[src/rtl/key_event_encoder.sv]
// key_event_encoder: debounce a 103-key matrix and queue make/break events.
// Ports: clock/reset (async, active-high); enabled gates the key walker;
// key_down[103:1] raw key state; evt_valid/evt_ready/evt_code/evt_make
// present the FIFO head; fifo_count is the queue occupancy.
// Optional macro KEY_EVENT_STATE_OUT_EN adds key_state[103:1] (debounced bits).
module key_event_encoder #(
  parameter int DEB_CNT = 3,
  parameter int FIFO_DEPTH = 8
) (
  input  logic         clock,
  input  logic         reset,
  input  logic         enabled,
  input  logic [103:1] key_down,
  output logic         evt_valid,
  input  logic         evt_ready,
  output logic [6:0]   evt_code,
  output logic         evt_make,
  output logic [4:0]   fifo_count
`ifdef KEY_EVENT_STATE_OUT_EN
  ,
  output logic [103:1] key_state
`endif
);
  localparam int AW = $clog2(FIFO_DEPTH);
  logic [6:0] idx;
  logic [103:1] stable;
  logic [1:0] cnt [1:103];
  logic [7:0] mem [FIFO_DEPTH];
  logic [AW-1:0] wr_ptr, rd_ptr;
  logic step, cur, differ, settle, push, pop;
  logic [2:0] cnt_next;
  // The walker stalls while full so a settling key can never lose its event.
  always_comb begin
    step = enabled && (fifo_count != 5'(FIFO_DEPTH));
    cur = key_down[idx];
    differ = cur != stable[idx];
    cnt_next = {1'b0, cnt[idx]} + 3'd1;
    settle = differ && (cnt_next == 3'(DEB_CNT));
    push = step && settle;
    pop = evt_valid && evt_ready;
  end
  assign evt_valid = fifo_count != 5'd0;
  assign {evt_code, evt_make} = evt_valid ? mem[rd_ptr] : 8'd0;
`ifdef KEY_EVENT_STATE_OUT_EN
  assign key_state = stable;
`endif
  always_ff @(posedge clock or posedge reset)
    if (reset) begin
      idx <= 7'd1;
      stable <= '0;
      for (int i = 1; i <= 103; i++) cnt[i] <= 2'd0;
      wr_ptr <= '0;
      rd_ptr <= '0;
      fifo_count <= 5'd0;
    end else begin
      if (step) begin
        idx <= idx == 7'd103 ? 7'd1 : idx + 7'd1;
        cnt[idx] <= (settle || !differ) ? 2'd0 : cnt_next[1:0];
        if (settle) stable[idx] <= cur;
      end
      if (push) wr_ptr <= wr_ptr + AW'(1);
      if (pop) rd_ptr <= rd_ptr + AW'(1);
      fifo_count <= fifo_count + 5'(push) - 5'(pop);
    end
  // Payload storage needs no reset; the pointers and count define validity.
  always_ff @(posedge clock)
    if (push) mem[wr_ptr] <= {idx, cur};
endmodule

[config.mk]
export PLATFORM = sky130hd
export DESIGN_NAME = key_event_encoder
export DESIGN_NICKNAME = d
export VERILOG_FILES = /design/src/rtl/key_event_encoder.sv
export SDC_FILE = /design/constraint.sdc
export NUM_CORES = 1
export LEC_CHECK = 0
export ABC_AREA = 1
export CAP_MARGIN = 20
export CORE_UTILIZATION = 40
export DETAILED_ROUTE_END_ITERATION = 10
export MAX_ROUTING_LAYER = met4
export SETUP_SLACK_MARGIN = 0.15
export SYNTH_ARGS = -nofsm -noshare
export SYNTH_HDL_FRONTEND = slang
export SYNTH_SLANG_ARGS = --single-unit
[constraint.sdc]
create_clock -name clock -period 15.3 [get_ports clock]
set_clock_uncertainty 0.05 [all_clocks]
set_input_delay 3.06 -clock clock [delete_from_list [all_inputs] [get_ports clock]]
set_output_delay 3.06 -clock clock [all_outputs]
set_load 0.01 [all_outputs]
# --- Word level (Yosys, flattened, before mapping) ---
# Memories as Yosys holds them, arrays and structs flattened.
# Cells that the tools add are included.
totals:
  reg_bits: 327
  ram_bits: 64
  inputBits: 107
  output_inout_bits: 14
  elab_cells: 152
  mem_count: 1
memory_table:
  columns: ["name", "depth", "word_bits", "read_ports", "rd_ports_with_merged_regs", "wr", "line", "text"]
  rows:
  - ["mem", 8, 8, 1, 0, 1, "28", "logic [7:0] mem [FIFO_DEPTH];"]
classes:
  add_sub_neg: 6
  magnitude_cmp: 4
  n_eq_ne: 4
  mux: 18
  bitwise: 1
  n_reduce_logical: 10
ops:
  columns: ["operator", "n"]
  rows:
  - ["206-bit bitwise mux", 1]
  - ["103-bit bitwise mux", 1]
  - ["1-bit binary-select mux with 7-bit select", 2]
  - ["2-bit binary-select mux with 7-bit select", 1]
  - ["2-bit demux with 7-bit select", 1]
  - ["8-bit greater-or-equal comparator, second input constant", 1]
  - ["7-bit by 8-bit < comparator with 1-bit output, second input constant", 1]
  - ["8-bit by 1-bit < comparator with 1-bit output, second input constant", 1]
  - ["2-bit 2-to-1 mux", 4]
  - ["8-bit 2-to-1 mux", 1]
  - ["7-bit inverter with 8-bit output", 1]
  - ["7-bit by 1-bit adder with 7-bit output, second input constant", 1]
  - ["1-bit demux with 7-bit select", 1]
  - ["7-bit == test, second input constant", 1]
  - ["7-bit by 1-bit greater-or-equal comparator with 1-bit output, second input constant", 1]
  - ["7-bit 2-to-1 mux", 1]
  - ["3-bit by 1-bit adder with 3-bit output, second input constant", 2]
  - ["1-bit logical AND", 6]
  - ["5-bit by 1-bit adder with 5-bit output", 1]
  - ["1-bit 2-to-1 mux", 5]
  - ["5-bit by 4-bit != test with 1-bit output, second input constant", 1]
  - ["5-bit nonzero test", 1]
  - ["5-bit by 1-bit subtractor with 5-bit output", 1]
  - ["2-bit by 1-bit adder with 3-bit output, second input constant", 1]
  - ["other kinds (5)", 5]

# --- Logic depth before layout (Yosys ltp) ---
# Gate-level depths: netlist of run 1.
logic_depth:
  ltp_word: 10
  ltp_mapped: 27
  ltp_nobuf: 23

# --- Worst setup path before layout of run 1 ---
# OpenSTA, ideal clock, no wires.
synth_timing:
  path_kind: "input to register"
  startpoint: "input key_down[72] in the netlist's numbering"
  endpoint: "register fifo_count[4]"
  setup_ns: 0.079
  arrival_ns: 5.595
  t_required_ns: 15.171
  path_slack_ns: 9.576
  path_stages: 22
  n_path_buf: 1
  path_cell_list: "or2_2 > nand3_1 > nand2_1 > nor2_1 > nor2_1 > nor2_1 > nand2_1 > nand2_1 > nand2_1 > clkinv_1 > nand2_1 > nand2_2 > nand4_1 > buf_2 > ha_1 > inv_1 > ha_1 > fa_1 > a21oi_1 > nor2_1 > nor2_1 > xor2_1"
synth_between:
  elab_chain_cells: 7
synth_lines:
  columns: ["item", "line", "text"]
  rows:
  - ["start: declaration", "13", "input logic [103:1] key_down,"]
  - ["1-bit binary-select mux with 7-bit select", "35", "cur = key_down[idx];"]
  - ["1-bit 2-to-1 mux (implied by the code)", "35", null]
  - ["1-bit != test", "36", "differ = cur != stable[idx];"]
  - ["1-bit logical AND", "38", "settle = differ && (cnt_next == 3'(DEB_CNT));"]
  - ["1-bit logical AND", "39", "push = step && settle;"]
  - ["5-bit by 1-bit adder with 5-bit output", "63", "fifo_count <= fifo_count + 5'(push) - 5'(pop);"]
  - ["5-bit by 1-bit subtractor with 5-bit output", "63", null]
  - ["end signal: assignment", "63", null]
  - ["end: declaration", "18", "output logic [4:0] fifo_count"]
# No other way between the ends. The select of a mux whose other input is x is not followed.
# A chain may end at the register's enable or synchronous reset.

# --- Final worst setup path of run 1 ---
layout_timing:
  startpoint: "register idx[0]"
  endpoint: "register fifo_count[4]"
layout_between:
  elab_chain_cells: 10
  word_cells_on_any_way: 15
  cone_classes: "add/sub: 3; eq/ne: 2; mux: 7; bitwise: 1; reduce/logical: 2"
layout_lines:
  columns: ["item", "line", "text"]
  rows:
  - ["start: declaration", "25", "logic [6:0] idx;"]
  - ["start signal: assignment", "57", "idx <= idx == 7'd103 ? 7'd1 : idx + 7'd1;"]
  - ["7-bit inverter with 8-bit output (implied by the code)", "37", "cnt_next = {1'b0, cnt[idx]} + 3'd1;"]
  - ["2-bit binary-select mux with 7-bit select", "37", null]
  - ["2-bit 2-to-1 mux (implied by the code) (2 in series)", "37", null]
  - ["2-bit by 1-bit adder with 3-bit output", "37", null]
  - ["3-bit by 2-bit == test with 1-bit output", "38", null]
  - ["1-bit logical AND (*)", "38", null]
  - ["1-bit logical AND (*)", "39", null]
  - ["5-bit by 1-bit adder with 5-bit output (*)", "63", null]
  - ["5-bit by 1-bit subtractor with 5-bit output (*)", "63", null]
# Every way passes the cells marked *; elsewhere a longest branch is shown, timed or not. The select of a mux whose other input is x is not followed.

==> flow_summary.json, run 1 <==
{
  "antenna_found_initial": 0,
  "htreeDepth": 2,
  "start_util_pct": 40.7,
  "syn_inst": 3057,
  "required_ps": 15770,
  "die_x_um": 236,
  "final_common_cell": "nand2_1",
  "switchingPower_mw": 2.71,
  "gp_congestion": 0.868,
  "drc": 0,
  "cts_tree": "yes",
  "place_area_mm2": 0.0234,
  "antennaDiodeCount": 0,
  "clkLatencyLatePin_ps": 610,
  "end_kind": "flop",
  "drv_cap": 0,
  "die_area_mm2": 0.0558,
  "multi_input_area_mm2": 0.00936,
  "wl_per_cell_um": 19.4,
  "drive_gt1_share_pct": 4.62,
  "fin_crit_sh_pct": 47.2,
  "p_comb_share_pct": 50.5,
  "cts.clk_slew.worst_paths_ps": 70,
  "clock_path_buffers": 3,
  "yosysWarningCount": 0,
  "place_hpwl_um": 43300,
  "busiest_layer": "met2",
  "worst_slew_pin_slew_ps": 1240,
  "gr-usage-all-layers_pct": 27.2,
  "routed_wl_um": 73700,
  "yosysSeqAreaShare_pct": 46.0,
  "vdd_drop_max_v": 0.000379,
  "drtAntennaViolNets": 0,
  "power_frac_clock_pct": 22.6,
  "p_sw_share_pct": 52.6,
  "numCtsBuffers": 45,
  "arrival_ps": 7690,
  "synth_cell_types": 38,
  "grt_max_degree": 130,
  "postLayoutCoreUtil_pct": 46.3,
  "critPathKind": "flop to flop",
  "cts_hold_buf": 0,
  "chipHeight_um": 236,
  "total_power_mw": 5.15,
  "drtIter0Drc": 2423,
  "clock.fmax_mhz": 139,
  "crit_fanout": 70,
  "power_frac_seq_pct": 26.9,
  "layout.nets": 3178,
  "rsz0062_at_grt": "no",
  "rows": 85,
  "coreArea_mm2": 0.0540,
  "design_area_mm2": 0.0250,
  "power.density_mw_per_mm2": 206,
  "fillCellCount": 5294,
  "viasPerCell": 5.56,
  "status": "finished clean",
  "postCtsResizedCells": 0,
  "grt_use_met1_pct": 36.0,
  "hold_path_class": "flop to flop",
  "vias": 21074,
  "setup_viol": 0,
  "numClockSinks": 391,
  "power_leakage_nw": 12.3,
  "syn_area_mm2": 0.0220,
  "met2_usage_pct": 41.4,
  "grt_pass1_vias": 20491,
  "grt_pass1_wl_um": 116000,
  "ys_ff_latch": 391,
  "portBuffers": 120,
  "cts_root_buffer": "clkbuf_16",
  "most-common-layout-cells": "890 x nand2_1, 422 x inv_1, 326 x dfrtp_1",
  "intPower_mw": 2.44,
  "synth_nets": 3176,
  "critPathLaunchType": "flop",
  "met3_usage_pct": 4.53,
  "area_growth_syn_to_layout_pct": 13.9,
  "period_needed_ps": 7220,
  "regArea_mm2": 0.0101,
  "synth.avg_cell_area_um2": 7.18,
  "hold_viol": 0,
  "cts_setup_buffers": 0,
  "tns_ps": 0,
  "max_slew_margin_pct": 17.6,
  "drtPass1Iterations": 8,
  "slew_viol_final": 0,
  "grt-ovfl-total": 0,
  "ioPinCount": 121
}
## critical path, cell delays in order, from the launching register on
cell and delay (ps):
dfstp_4 950, buf_4 690, nor2_2 70, buf_4 320
a22oi_1 240, nand3_1 110, o21ai_0 380, nand2_1 140
nand2_1 150, nand3_1 140, nor2_4 850, ha_4 730
nand4_1 570, ha_1 490, inv_1 40, ha_1 200
fa_1 410, a21oi_1 150, nor2_1 50, nor2_1 110
xor2_1 150
## per-stage QoR
stage / hold WS, ps / instances / setup slack, ps
5_1_grt: 434 / 3791 / 7740
6_report: 424 / 3791 / 8080
3_5_place_dp: 409 / 3708 / 7760
2_1_floorplan: 392 / 3057 / 3140
3_3_place_gp: 404 / 3708 / 7860
4_1_cts: 424 / 3791 / 8200
## state kept, by name, indices dropped and copies added, names as in the netlist
name	count
wr_ptr	3
rd_ptr	3
mem	64
fifo_count	5
stable	103
idx	7
cnt	206
## synth_stat cells (all sizes together)
master,count,area (um^2)
nand4,236,1480
nor4,1,6.26
dfstp,1,26.3
and2,1,6.26
o21a,1,7.51
or2,5,31.3
edfxtp,64,1920
a22o,5,43.8
nand3,321,1610
buf,132,677
a22oi,26,195
nand3b,1,7.51
dfrtp,326,8160
xor2,8,70.1
clkbuf,65,244
a211oi,2,15.0
o21ai,62,310
inv,431,1620
fa,1,20.0
nor2,288,1100
a31oi,9,56.3
nand2,895,3370
nor3,40,200
a221oi,9,78.8
o22ai,10,62.6
clkinv,7,26.3
ha,11,138
a21boi,1,7.51
a21oi,98,490
## cell families after synthesis
family | Yosys count | synth area share, %
buffers and inverters | 635 | 11.7
DFF | 391 | 46.0
AOI/OAI and AO/OA | 223 | 5.77
and+or+nand+nor | 1788 | 35.5
xor gates and xnor gates | 8 | 0.319
adders and majority gates | 12 | 0.718
## final cells by class
class	count	area share (%)
clock inverters	26	1.32
clock buffers	57	5.01
well taps	696	3.48
multi-input cells	2031	37.4
repair buffers	152	5.76
flip-flops and latches	391	40.4
inverters	438	6.61
## path summary, 6_finish.rpt
path / from / cells after the start / endpoint / slack [ps]
setup / recovery: idx[0]$_DFFE_PP1P_ / 20 / fifo_count[4]$_DFF_PP0_ / 8080
hold / removal: stable[71]$_DFFE_PP0P_ / 2 / stable[71]$_DFFE_PP0P_ / 420
setup reg to reg: idx[0]$_DFFE_PP1P_ / 20 / fifo_count[4]$_DFF_PP0_ / 8080
hold reg to reg: stable[71]$_DFFE_PP0P_ / 2 / stable[71]$_DFFE_PP0P_ / 420
max in group asynchronous: reset / 3 / cnt[191]$_DFFE_PP0P_ / 10560
min in group asynchronous: reset / 2 / cnt[0]$_DFFE_PP0P_ / 3020
## power groups by stage
stage                     clock, mW  sequential (mW)  combinational, mW
after global routing           1.22             1.41               2.75
after CTS                      1.17             1.38               2.55
after global placement            0             1.39               2.51
after detailed placement          0             1.40               2.54
after floorplan                   0             1.34               1.79
final                          1.16             1.39               2.60
## layer usage
metal,routed length [um],vias to the layer above,share of wire (%)
met1,31700,10042,43
met5,0,-,0
met3,6640,186,9.0
met4,2880,0,3.9
met2,32500,995,44
li1,-,9851,-
(Power assumes the default switching activity.)
==> run 2: changes to the inputs <==
==> constraint.sdc (replaced) <==
create_clock -name clock -period 6.77 [get_ports clock]
set_clock_uncertainty 0.05 [all_clocks]
set_input_delay 1.354 -clock clock [delete_from_list [all_inputs] [get_ports clock]]
set_output_delay 1.354 -clock clock [all_outputs]
set_load 0.01 [all_outputs]
==> run 2 against run 1 <==
Compared with the run above: die area is the same; register-to-register slack lost 6700 ps; final cell count grew 0.13%; global-route usage is essentially flat; sequential share of layout area decreased by 0.083 points; combinational power increased by 140%; count of clock-buffer cells in the layout up 9; sequential power grew 120%; flip-flop and latch count did not move; worst hold slack gained 3.1 ps; core utilization rose by 0.095 points; via count increased by 0.35%; largest power group unchanged.
==> flow_summary.json, run 2 (synthesized netlist as in run 1, its figures left out) <==
{
  "drtAntennaViolNets": 0,
  "routed_wl_um": 74000,
  "vdd_drop_max_v": 0.000691,
  "crit_slowest_cell": "dfstp_4",
  "cts_hold_buf": 0,
  "final_common_cell": "nand2_1",
  "fillCellCount": 5346,
  "die_x_um": 236,
  "start_util_pct": 40.7,
  "cts_tree": "yes",
  "numCtsBuffers": 44,
  "htreeDepth": 2,
  "power_leakage_nw": 12.3,
  "gp_congestion": 0.871,
  "fin_crit_sh_pct": 79.1,
  "arrival_ps": 5800,
  "antenna_found_initial": 0,
  "tns_ps": 0,
  "drive_gt1_share_pct": 4.55,
  "most-common-layout-cells": "890 x nand2_1, 422 x inv_1, 326 x dfrtp_1",
  "reg.largest.list": "cnt (206), stable (103), mem (64)",
  "end_kind": "flop",
  "largest_register_ffs": 206,
  "drv_cap": 0,
  "critPathKind": "flop to flop",
  "period_needed_ps": 5360,
  "grt-ovfl-total": 0,
  "rr_worst_depth": 26,
  "reg2reg_to": "fifo_count[4]$_DFF_PP0_",
  "grt_max_degree": 208,
  "clkLatencyLatePin_ps": 590,
  "cts.clk_slew.worst_paths_ps": 60,
  "rsz0062_at_grt": "no",
  "crit_top_cell": "nand2_1",
  "hold_viol": 0,
  "layout.nets": 3185,
  "r2r-start": "idx[0]$_DFFE_PP1P_",
  "critPathLaunch": "idx[0]$_DFFE_PP1P_",
  "antennaDiodeCount": 0,
  "reg2reg_slack_ps": 1410,
  "slew_viol_final": 0,
  "die_area_mm2": 0.0558,
  "portBuffers": 120,
  "ioPinCount": 121,
  "grt_pass1_vias": 20048,
  "wl_per_cell_um": 19.5,
  "clock.fmax_mhz": 187,
  "grt_pass1_wl_um": 115000,
  "status": "finished clean",
  "hold_path_class": "flop to flop",
  "gr-usage-all-layers_pct": 27.1,
  "place_hpwl_um": 44400,
  "setup_viol": 0,
  "power.density_mw_per_mm2": 467,
  "numClockSinks": 391,
  "chipHeight_um": 236,
  "cts_root_buffer": "clkbuf_16",
  "vias": 21147,
  "viasPerCell": 5.57,
  "required_ps": 7210,
  "hold_start": "stable[66]$_DFFE_PP0P_",
  "cts_setup_buffers": 0,
  "hold_end": "stable[66]$_DFFE_PP0P_",
  "crit_path_max_incr_delay_ps": 590,
  "rows": 85,
  "drtPass1Iterations": 8,
  "max_slew_margin_pct": 19.5,
  "postCtsResizedCells": 0,
  "coreArea_mm2": 0.0540,
  "crit_fanout": 43,
  "regMostFlops": "cnt",
  "clock_path_buffers": 3,
  "critPathLaunchType": "flop",
  "worst_slew_pin_slew_ps": 1210,
  "drtIter0Drc": 2440,
  "holdPathStages": 2,
  "drc": 0,
  "holdWs_ps": 427,
  "area_growth_syn_to_layout_pct": 14.2,
  "postLayoutCoreUtil_pct": 46.4
}
==> run 2: critical path: cells and delay by family (launching register included) <==
kind            cells  cell delay [ps]
compound gates      1              140
xor+xnor            1              170
fa+ha+maj           3              890
buf+inv             7             1950
flops               1              590
simple gates       14             1430
==> run 2: per-stage QoR <==
step / worst slack, ps / total power [mW] / instances / instance area, um^2
2_1_floorplan: 1000 / 7.07 / 3057 / 22000
3_3_place_gp: 1360 / 9.07 / 3716 / 23600
3_5_place_dp: 1380 / 9.11 / 3716 / 23600
4_1_cts: 1460 / 11.6 / 3796 / 25100
6_report: 1410 / 11.7 / 3796 / 25100
5_1_grt: 1050 / 12.2 / 3796 / 25100
==> run 2: routing by layer <==
metal	vias up	track usage, %	wire length (um)
met2	927	42.1	33600
met3	142	4.12	6090
met5	-	-	0
met1	10204	36.3	31900
met4	0	8.91	2370
li1	9874	-	-
==> run 2: final cells by class <==
| class | count | area [um^2] | area share [%] |
|---|---|---|---|
| multi-input cells | 2031 | 9370 | 37.4 |
| inverters | 438 | 1650 | 6.58 |
| repair buffers | 160 | 1590 | 6.34 |
| flip-flops and latches | 391 | 10100 | 40.3 |
| clock buffers | 66 | 1330 | 5.29 |
| well taps | 696 | 871 | 3.47 |
| clock inverters | 14 | 159 | 0.634 |
==> run 2: worst max-delay path by stage <==
stage | end | slack, ps | cells past startpoint
2_1_floorplan | cnt[0]$_DFFE_PP0P_ | 1000 | 1
3_3_place_gp | fifo_count[4]$_DFF_PP0_ | 1360 | 25
3_5_place_dp | fifo_count[4]$_DFF_PP0_ | 1380 | 25
4_1_cts | fifo_count[4]$_DFF_PP0_ | 1460 | 26
5_1_grt | fifo_count[4]$_DFF_PP0_ | 1050 | 26
6_report | fifo_count[4]$_DFF_PP0_ | 1410 | 26
==> run 2: report_power, final <==
part           leakage [nW]  total [mW]  switching (mW)  internal, mW
logic                  6.97        6.11            4.79          1.32
clock network         0.727        2.48            1.01          1.47
registers              4.64        3.11           0.306          2.80
total                  12.3        11.7            6.11          5.59
